[src/rtl/pipl_hazard_ctrl_pkg.sv]
// pipl_hazard_ctrl_pkg: shared core header with FSM encodings, register-number
// constants and the packed stage-control word used by the hazard controller.
package pipl_hazard_ctrl_pkg;
  localparam int REG_W = 5;
  localparam logic [REG_W-1:0] REG_ZERO = '0;
  typedef enum logic [1:0] {ST_RUN, ST_MDU, ST_HALT} state_e;
  typedef struct packed {
    logic pc_en;
    logic ifid_en;
    logic ifid_nop;
    logic idex_en;
    logic idex_nop;
    logic exmm_en;
    logic exmm_nop;
    logic mmwb_en;
    logic mmwb_nop;
  } ctl_t;
  localparam ctl_t CTL_RUN   = ctl_t'(9'b110101010);
  localparam ctl_t CTL_HOLD  = ctl_t'(9'b000000000);
  localparam ctl_t CTL_MDU   = ctl_t'(9'b000001110);
  localparam ctl_t CTL_FLUSH = ctl_t'(9'b111111010);
  localparam ctl_t CTL_LU    = ctl_t'(9'b000111010);
  localparam ctl_t CTL_RES   = ctl_t'(9'b000000011);
endpackage

[src/rtl/pipl_hazard_ctrl_if.sv]
// pipl_hazard_ctrl_if: pipeline status in, stage controls and statistics out.
// The pipeline side is master; the hazard controller is slave.
interface pipl_hazard_ctrl_if #(parameter int CntBits = 32);
  import pipl_hazard_ctrl_pkg::*;
  logic             id_rs_used;
  logic             id_rt_used;
  logic [REG_W-1:0] id_rs;
  logic [REG_W-1:0] id_rt;
  logic             ex_is_load;
  logic [REG_W-1:0] ex_wreg;
  logic             ex_branch_taken;
  logic             ex_mdu_start;
  logic             wb_halt;
  logic             resume;
  logic             cnt_clr;
  logic             pc_en;
  logic             ifid_en;
  logic             ifid_nop;
  logic             idex_en;
  logic             idex_nop;
  logic             exmm_en;
  logic             exmm_nop;
  logic             mmwb_en;
  logic             mmwb_nop;
  logic             halted;
  logic [CntBits-1:0] stall_cnt;
  logic [CntBits-1:0] flush_cnt;
  modport master (
    output id_rs_used, id_rt_used, id_rs, id_rt, ex_is_load, ex_wreg,
           ex_branch_taken, ex_mdu_start, wb_halt, resume, cnt_clr,
    input  pc_en, ifid_en, ifid_nop, idex_en, idex_nop, exmm_en, exmm_nop,
           mmwb_en, mmwb_nop, halted, stall_cnt, flush_cnt
  );
  modport slave (
    input  id_rs_used, id_rt_used, id_rs, id_rt, ex_is_load, ex_wreg,
           ex_branch_taken, ex_mdu_start, wb_halt, resume, cnt_clr,
    output pc_en, ifid_en, ifid_nop, idex_en, idex_nop, exmm_en, exmm_nop,
           mmwb_en, mmwb_nop, halted, stall_cnt, flush_cnt
  );
endinterface

[src/rtl/pipl_load_use_det.sv]
// pipl_load_use_det: flags an ID-stage read of a register a load in EX is
// about to write; writes to register 0 never create a hazard.
module pipl_load_use_det
  import pipl_hazard_ctrl_pkg::*;
(
  input  logic             ex_is_load_i,
  input  logic [REG_W-1:0] ex_wreg_i,
  input  logic             id_rs_used_i,
  input  logic [REG_W-1:0] id_rs_i,
  input  logic             id_rt_used_i,
  input  logic [REG_W-1:0] id_rt_i,
  output logic             load_use_o
);
  assign load_use_o = ex_is_load_i && (ex_wreg_i != REG_ZERO) &&
                      ((id_rs_used_i && id_rs_i == ex_wreg_i) ||
                       (id_rt_used_i && id_rt_i == ex_wreg_i));
endmodule

[src/rtl/pipl_hazard_ctrl.sv]
// pipl_hazard_ctrl: stall/flush controller for the 5-stage pipeline, with
// RUN/MDU/HALT sequencing and saturating stall/flush statistics.
module pipl_hazard_ctrl
  import pipl_hazard_ctrl_pkg::*;
#(
  parameter int MduLat  = 4,
  parameter int CntBits = 32
) (
  input logic               clk,
  input logic               rst_n,
  pipl_hazard_ctrl_if.slave hz
);
  localparam int MW = (MduLat > 2) ? $clog2(MduLat) : 1;
  state_e             state_q, state_d;
  logic [MW-1:0]      mcnt_q, mcnt_d;
  logic               halted_q;
  logic [CntBits-1:0] stall_q, flush_q;
  logic               load_use, flush, stall_inc;
  ctl_t               ctl;
  pipl_load_use_det u_lud (
    .ex_is_load_i (hz.ex_is_load),
    .ex_wreg_i    (hz.ex_wreg),
    .id_rs_used_i (hz.id_rs_used),
    .id_rs_i      (hz.id_rs),
    .id_rt_used_i (hz.id_rt_used),
    .id_rt_i      (hz.id_rt),
    .load_use_o   (load_use)
  );
  // Branch/load-use are only resolved in RUN; MDU freezes the front end.
  always_comb begin
    ctl     = CTL_RUN;
    flush   = 1'b0;
    state_d = state_q;
    mcnt_d  = mcnt_q;
    if (state_q == ST_HALT) begin
      ctl     = hz.resume ? CTL_RES : CTL_HOLD;
      state_d = hz.resume ? ST_RUN : ST_HALT;
    end else if (hz.wb_halt) begin
      ctl     = CTL_HOLD;
      state_d = ST_HALT;
      mcnt_d  = '0;
    end else if (state_q == ST_MDU) begin
      ctl     = (mcnt_q != '0) ? CTL_MDU : CTL_RUN;
      state_d = (mcnt_q != '0) ? ST_MDU : ST_RUN;
      mcnt_d  = (mcnt_q != '0) ? mcnt_q - MW'(1) : '0;
    end else if (hz.ex_mdu_start) begin
      ctl     = CTL_MDU;
      state_d = ST_MDU;
      mcnt_d  = MW'(MduLat - 2);
    end else if (hz.ex_branch_taken) begin
      ctl   = CTL_FLUSH;
      flush = 1'b1;
    end else if (load_use) begin
      ctl = CTL_LU;
    end
  end
  assign stall_inc = !ctl.pc_en && (state_q != ST_HALT);
  always_ff @(posedge clk or negedge rst_n) begin
    if (!rst_n) begin
      state_q  <= ST_RUN;
      mcnt_q   <= '0;
      halted_q <= 1'b0;
      stall_q  <= '0;
      flush_q  <= '0;
    end else begin
      state_q  <= state_d;
      mcnt_q   <= mcnt_d;
      halted_q <= (state_d == ST_HALT);
      stall_q  <= hz.cnt_clr ? '0 : (stall_inc && !(&stall_q)) ? stall_q + CntBits'(1) : stall_q;
      flush_q  <= hz.cnt_clr ? '0 : (flush && !(&flush_q)) ? flush_q + CntBits'(1) : flush_q;
    end
  end
  assign hz.pc_en     = ctl.pc_en;
  assign hz.ifid_en   = ctl.ifid_en;
  assign hz.ifid_nop  = ctl.ifid_nop;
  assign hz.idex_en   = ctl.idex_en;
  assign hz.idex_nop  = ctl.idex_nop;
  assign hz.exmm_en   = ctl.exmm_en;
  assign hz.exmm_nop  = ctl.exmm_nop;
  assign hz.mmwb_en   = ctl.mmwb_en;
  assign hz.mmwb_nop  = ctl.mmwb_nop;
  assign hz.halted    = halted_q;
  assign hz.stall_cnt = stall_q;
  assign hz.flush_cnt = flush_q;
endmodule

[src/flat_wrapper.sv]
// flat-port wrapper written by rule: the top's interface ports become plain ports
module pipl_hazard_ctrl_flat import pipl_hazard_ctrl_pkg::*;
#(
  parameter int MduLat  = 4,
  parameter int CntBits = 32
)
  (clk, rst_n, hz_id_rs_used, hz_id_rt_used, hz_id_rs, hz_id_rt, hz_ex_is_load, hz_ex_wreg, hz_ex_branch_taken, hz_ex_mdu_start, hz_wb_halt, hz_resume, hz_cnt_clr, hz_pc_en, hz_ifid_en, hz_ifid_nop, hz_idex_en, hz_idex_nop, hz_exmm_en, hz_exmm_nop, hz_mmwb_en, hz_mmwb_nop, hz_halted, hz_stall_cnt, hz_flush_cnt);
  pipl_hazard_ctrl_if #(.CntBits(CntBits)) hz_i ();
  input logic clk;
  input logic rst_n;
  input wire logic [$bits(hz_i.id_rs_used)-1:0] hz_id_rs_used;
  input wire logic [$bits(hz_i.id_rt_used)-1:0] hz_id_rt_used;
  input wire logic [$bits(hz_i.id_rs)-1:0] hz_id_rs;
  input wire logic [$bits(hz_i.id_rt)-1:0] hz_id_rt;
  input wire logic [$bits(hz_i.ex_is_load)-1:0] hz_ex_is_load;
  input wire logic [$bits(hz_i.ex_wreg)-1:0] hz_ex_wreg;
  input wire logic [$bits(hz_i.ex_branch_taken)-1:0] hz_ex_branch_taken;
  input wire logic [$bits(hz_i.ex_mdu_start)-1:0] hz_ex_mdu_start;
  input wire logic [$bits(hz_i.wb_halt)-1:0] hz_wb_halt;
  input wire logic [$bits(hz_i.resume)-1:0] hz_resume;
  input wire logic [$bits(hz_i.cnt_clr)-1:0] hz_cnt_clr;
  output wire logic [$bits(hz_i.pc_en)-1:0] hz_pc_en;
  output wire logic [$bits(hz_i.ifid_en)-1:0] hz_ifid_en;
  output wire logic [$bits(hz_i.ifid_nop)-1:0] hz_ifid_nop;
  output wire logic [$bits(hz_i.idex_en)-1:0] hz_idex_en;
  output wire logic [$bits(hz_i.idex_nop)-1:0] hz_idex_nop;
  output wire logic [$bits(hz_i.exmm_en)-1:0] hz_exmm_en;
  output wire logic [$bits(hz_i.exmm_nop)-1:0] hz_exmm_nop;
  output wire logic [$bits(hz_i.mmwb_en)-1:0] hz_mmwb_en;
  output wire logic [$bits(hz_i.mmwb_nop)-1:0] hz_mmwb_nop;
  output wire logic [$bits(hz_i.halted)-1:0] hz_halted;
  output wire logic [$bits(hz_i.stall_cnt)-1:0] hz_stall_cnt;
  output wire logic [$bits(hz_i.flush_cnt)-1:0] hz_flush_cnt;
  assign hz_i.id_rs_used = hz_id_rs_used;
  assign hz_i.id_rt_used = hz_id_rt_used;
  assign hz_i.id_rs = hz_id_rs;
  assign hz_i.id_rt = hz_id_rt;
  assign hz_i.ex_is_load = hz_ex_is_load;
  assign hz_i.ex_wreg = hz_ex_wreg;
  assign hz_i.ex_branch_taken = hz_ex_branch_taken;
  assign hz_i.ex_mdu_start = hz_ex_mdu_start;
  assign hz_i.wb_halt = hz_wb_halt;
  assign hz_i.resume = hz_resume;
  assign hz_i.cnt_clr = hz_cnt_clr;
  assign hz_pc_en = hz_i.pc_en;
  assign hz_ifid_en = hz_i.ifid_en;
  assign hz_ifid_nop = hz_i.ifid_nop;
  assign hz_idex_en = hz_i.idex_en;
  assign hz_idex_nop = hz_i.idex_nop;
  assign hz_exmm_en = hz_i.exmm_en;
  assign hz_exmm_nop = hz_i.exmm_nop;
  assign hz_mmwb_en = hz_i.mmwb_en;
  assign hz_mmwb_nop = hz_i.mmwb_nop;
  assign hz_halted = hz_i.halted;
  assign hz_stall_cnt = hz_i.stall_cnt;
  assign hz_flush_cnt = hz_i.flush_cnt;
  pipl_hazard_ctrl #(.MduLat(MduLat), .CntBits(CntBits)) u_core (.clk(clk), .rst_n(rst_n), .hz(hz_i));
endmodule
[config.mk]
export PLATFORM = sky130hd
export DESIGN_NAME = pipl_hazard_ctrl_flat
export DESIGN_NICKNAME = d
export VERILOG_FILES = /design/src/rtl/pipl_hazard_ctrl_pkg.sv /design/src/rtl/pipl_hazard_ctrl_if.sv /design/src/rtl/pipl_load_use_det.sv /design/src/rtl/pipl_hazard_ctrl.sv /design/src/flat_wrapper.sv
export SDC_FILE = /design/constraint.sdc
export NUM_CORES = 1
export LEC_CHECK = 0
export CAP_MARGIN = 0
export CORE_UTILIZATION = 35
export DETAILED_ROUTE_END_ITERATION = 8
export SLEW_MARGIN = 20
export SYNTH_ARGS = -nofsm -noshare
export SYNTH_HDL_FRONTEND = slang
export SYNTH_SLANG_ARGS = --single-unit
[constraint.sdc]
create_clock -name clk -period 6.7 [get_ports clk]
set_input_delay 0.67 -clock clk [delete_from_list [all_inputs] [get_ports clk]]
set_output_delay 0.67 -clock clk [all_outputs]
set_load 0.02 [all_outputs]
### Word-level counts from Yosys, hierarchy flattened

Index checks and enable logic that the tools add are counted.

* flip-flop bits (word level): 69
* input port bits: 25

* add/subtract/negate cells: 3
* equal/unequal tests: 6
* multiplexer cells: 27
* bitwise logic cells: 1
* reduce and logical (&&, ||, !) cells: 19

Operator list (number)
* 32-bit 2-to-1 mux: 4
* 32-bit by 1-bit adder with 32-bit output (second input constant): 2
* 32-bit AND reduction: 2
* 9-bit 2-to-1 mux: 7
* 2-bit 2-to-1 mux: 10
* 5-bit equality test: 2
* 1-bit logical AND: 7
* 1-bit 2-to-1 mux: 6
* 2-bit nonzero test: 3
* 5-bit nonzero test: 1
* 2-bit equality test (second input constant): 2
* 1-bit zero test: 3
* 3-bit nonzero test: 1
* 2-bit by 1-bit equality test with 1-bit output (second input constant): 1
* 2-bit != test (second input constant): 1
* 2-bit AND reduction: 1
* 2-bit by 1-bit subtractor with 2-bit output (second input constant): 1
* 1-bit logical OR: 1
* 1-bit NOT: 1

### Depth between registers and ports, before layout

* word-level depth: 15
* depth in mapped cells: 9
* mapped depth without buffers: 7

### Modules after synthesis

Synthesis repeated with hierarchy kept, for this count alone.

* cell total of the unflattened synthesis: 468
* area total of the unflattened synthesis: 4291.6 um^2

Modules (own cells, without submodules)
* pipl_hazard_ctrl: times used 1, cells each 451, area each 4157.7 um^2
* pipl_load_use_det: times used 1, cells each 17, area each 133.9 um^2

### Worst setup path before layout

Ideal clock, no wire load.

* path kind: input-to-output
* from: input hz_ex_mdu_start
* to: output hz_pc_en
* arrival time: 2.373 ns
* slack: 3.657 ns
* cell stages on the path: 5
* path buffers: 1
* cells stage by stage: nor2_1 > a211oi_1 > a211oi_1 > a21boi_0 > buf_4

* cells in the longest elaborated chain, start to end: 4

Ends and longest elaborated chain
* start: declaration: line flat_wrapper.sv:18 `input wire logic [$bits(hz_i.ex_mdu_start)-1:0] hz_ex_mdu_start;`
* 9-bit 2-to-1 mux: line pipl_hazard_ctrl.sv:46 `end else if (hz.ex_mdu_start) begin`
* 9-bit 2-to-1 mux: line pipl_hazard_ctrl.sv:42 `end else if (state_q == ST_MDU) begin`
* 9-bit 2-to-1 mux: line pipl_hazard_ctrl.sv:38 `end else if (hz.wb_halt) begin`
* 9-bit 2-to-1 mux: line pipl_hazard_ctrl.sv:35 `if (state_q == ST_HALT) begin`
* end: declaration: line flat_wrapper.sv:22 `output wire logic [$bits(hz_i.pc_en)-1:0] hz_pc_en;`

No other way between the ends.

### Final worst setup path

* from: input hz_ex_wreg[0]
* to: output hz_ifid_en

* cells in the longest elaborated chain, start to end: 10

Ends and longest elaborated chain
* start: declaration: line flat_wrapper.sv:16 `input wire logic [$bits(hz_i.ex_wreg)-1:0] hz_ex_wreg;`
* 5-bit equality test, on equally long branches: line pipl_load_use_det.sv:15, pipl_load_use_det.sv:16
* 1-bit logical AND, on equally long branches: line pipl_load_use_det.sv:15, pipl_load_use_det.sv:16
* 1-bit logical OR: line pipl_load_use_det.sv:15 `((id_rs_used_i && id_rs_i == ex_wreg_i) ||`
* 1-bit logical AND (*): line pipl_load_use_det.sv:14 `assign load_use_o = ex_is_load_i && (ex_wreg_i != REG_ZERO) &&`
* 9-bit 2-to-1 mux (*): line pipl_hazard_ctrl.sv:53 `end else if (load_use) begin`
* 9-bit 2-to-1 mux (*): line pipl_hazard_ctrl.sv:50 `end else if (hz.ex_branch_taken) begin`
* 9-bit 2-to-1 mux (*): line pipl_hazard_ctrl.sv:46
* 9-bit 2-to-1 mux (*): line pipl_hazard_ctrl.sv:42
* 9-bit 2-to-1 mux (*): line pipl_hazard_ctrl.sv:38
* 9-bit 2-to-1 mux (*): line pipl_hazard_ctrl.sv:35
* end: declaration: line flat_wrapper.sv:23 `output wire logic [$bits(hz_i.ifid_en)-1:0] hz_ifid_en;`

Mark *: on every way between the ends. The rest lies on a longest branch, timed or not.

==> results.md <==
- Drt drc: 0
- Share of cells above drive strength 1: 7.607%
- Deepest clock path buffer count: 2
- Cts bufs inserted: 9
- Initial antenna violation count: 0
- Crit path max fanout: 3
- Htree depth: 3
- DP HPWL: 6.934 mm
- Post-Syn Instances: 448
- Largest cells by area after synthesis: dfrtp_1 (42%), xor2_1 (4.7%), nor2_1 (4.4%)
- Width of the die: 110.1 um
- Die area: 12,120 sq um
- Post-route minimum period: 3.621 ns
- Slew @ Worst Pin: 1.025 ns
- Post-Syn Nets: 475
- Critical path's slowest cell: clkdlybuf4s50_1
- Starting density of the core: 35.82%
- Peak supply drop: 137.4 uV
- Area grow syn2layout: 33.56%
- Via count: 3,726
- Final Hold Vio Count: 0
- Endpoints failing setup: 0
- CP cell instances: clkdlybuf4s50_1, or4_1, o21ai_0, nor2b_1, a21boi_0, clkdlybuf4s50_1
- DR WL/cell: 15.38 um
- Hold buffers post-CTS: 0
- Synth area leader: dfrtp_1
- Vias per inst: 5.463
- Most numerous cell in the Yosys netlist: dfrtp_1
- Fin Hold WS: 0.5562 ns
- Top Ports: 99
- Setup TNS: 0 ns
- Die Y: 110.1 um
- Starting DRT DRC Count: 140
- Gpl congestion: 0.7661
- CP peak stage delay: 0.67 ns
- Root Buffer: clkbuf_16
- Largest net degree at the start of global routing: 70
- Synthesized area: 4090 sq um
- Final instance area: 5463 sq um
- Worst EP arrival: 2.95 ns
- Layout Skew: 0.009245 ns
- Core area: 11,420 sq um
- DR pass1 iterations: 4
- Logic pwr share: 20.0%
- Crit end category: primary output
- Postcts setup bufs: 0
- Final Util: 47.84%
- Row count: 39
- Post-synth EDFFs: 0
- Psw: 0.3492 mW
- Total Routing Usage GR: 18.30%
- DP Worst Slack: 3.066 ns
- Synthesized flop and latch total: 69
- Worst rel slew slack: 31.06%
- Cell mode on critical path: clkdlybuf4s50_1
- Cell internal pwr: 0.7895 mW
- Top cell type's share of synthesized area: 42.21%
- Antenna Nets Post-Route: 0
- Hold/Removal Path Class: input pin to async pin
- Period utilization: 54.04%
- Commonest cells in the netlist: dfrtp_1 (69), nor2_1 (48), a21oi_1 (29)
- Clock Sinks: 69
- Clk pwr share: 40.1%
- Max Cap Viol: 0
- Diode count: 0
- Post-cts gate resize count: 0
- Synth warn: 0
- Ys async rst share: 100.0%
- First-pass GRT wire length: 17.23 mm
- Switching share of power: 30.67%
- Pins Over Slew Limit: 0
- Status: finished, final reports clean
- Max Freq: 0.2762 GHz
- Post-synthesis sequential area ratio: 42.21%
- Nets@finish: 561
- CTS tree: yes
- Sequential Power Share: 39.9%
- Reg clk slew, reported paths: 0.06 ns
- Primary FF master, synth: dfrtp_1
- Pleak: 2.060 nW
- PnR worst setup slack: 3.079 ns
- Number of global-route vias before repair: 3,597
- Clk_lat worst skew: 0.34 ns
- RSZ-0062 raised after global routing: false
- Cell variety after synth: 54
- Worst R2R Setup Slack: 3.89 ns
- Power per cell area: 208.4 nW/um^2
- Mapped Avg Cell Area: 9.130 sq um
- Final wirelength: 10.49 mm
- Total grt overflow: 0
- Kind of start point of the critical path: input pin
- Placed Area: 5167 sq um
- Critical path class: input pin to primary output
- Worst EP required: 6.03 ns
- Input/output buffers: 98
==> state kept, by name (all words and copies together), names as in the netlist <==
name                 cells
u_core.hz.halted         1
u_core.state_q           2
u_core.hz.flush_cnt     32
u_core.mcnt_q            2
u_core.hz.stall_cnt     32
==> worst paths after layout <==
kind / startpoint / endpoint / depth (start not counted)
min reg2reg: u_core.mcnt_q[0]$_DFFE_PN0P_ / u_core.mcnt_q[0]$_DFFE_PN0P_ / 1
max: hz_ex_wreg[0] / hz_ifid_en / 6
min in group clk: u_core.mcnt_q[0]$_DFFE_PN0P_ / u_core.mcnt_q[0]$_DFFE_PN0P_ / 1
max reg2reg: u_core.hz.stall_cnt[0]$_DFFE_PN0P_ / u_core.hz.stall_cnt[9]$_DFFE_PN0P_ / 8
max in group asynchronous: rst_n / u_core.hz.flush_cnt[23]$_DFFE_PN0P_ / 2
min: rst_n / u_core.hz.stall_cnt[26]$_DFFE_PN0P_ / 2
==> cell type report <==
type	instances	area, sq um
sequential	69	1727
inverter	9	33.78
fill	1126	5956
tap	143	178.9
clock inverter	5	33.78
multi-input combinational	343	2236
timing repair buffer	102	1001
clock buffer	11	252.7
==> cell usage in the layout (no fill, tap or decap), types with 3 or more instances in the layout <==
master	netlist	layout
a21oi_1	29	29
and2_1	5	5
and3_1	11	11
and4_1	5	5
buf_4	1	4
clkbuf_16	0	9
clkdlybuf4s50_1	0	96
dfrtp_1	69	69
inv_1	9	9
mux2_2	5	5
nand2_1	25	25
nand3_1	26	26
nand4_1	28	28
nor2_1	48	48
nor2b_1	7	7
nor3_1	8	8
nor4_1	5	5
o21ai_0	11	11
o21ba_2	3	3
o31ai_1	22	22
or3_1	7	7
or4_1	22	22
xnor2_1	16	16
xor2_1	22	22
==> metrics by stage <==
| stage | power, mW | std cells |
|---|---|---|
| floorplan | 0.6024 | 448 |
| global placement | 0.6894 | 666 |
| detailed placement | 0.6911 | 666 |
| CTS | 1.154 | 682 |
| global route | 1.195 | 682 |
| finish | 1.139 | 682 |
==> critical path: cells and delay by family <==
family	cells	cell delay, ns
AND/OR/NAND/NOR	2	0.64
AO/OA/AOI/OAI	2	0.51
buffers and inverters	2	1.13
==> metal layers <==
layer  up-vias  track usage (%)  share of wire [%]
li1       1829                -                  -
met1      1810            22.77                 46
met2        76            31.16                 49
met3        11            4.350                3.8
met4         0            6.015                1.0
met5         -                0                  0
==> power groups by stage <==
stage	clock network, mW	logic, mW	registers [mW]
2_1_floorplan	0	0.144	0.458
3_3_place_gp	0	0.229	0.461
3_5_place_dp	0	0.229	0.462
4_1_cts	0.470	0.230	0.454
5_1_grt	0.487	0.250	0.457
6_report	0.457	0.227	0.455
==> cell families after synthesis <==
logic type | count (synthesis) | share of synthesized area [%]
AND/OR/NAND/NOR | 216 | 30.56
multiplexers | 7 | 1.866
AO/OA/AOI/OAI | 80 | 13.00
XOR/XNOR | 38 | 8.137
flip-flops | 69 | 42.21
adder cells (fa/ha/maj) | 2 | 0.6117
buffers and inverters | 36 | 3.610
Note: power is estimated with default switching activity, not from simulation.
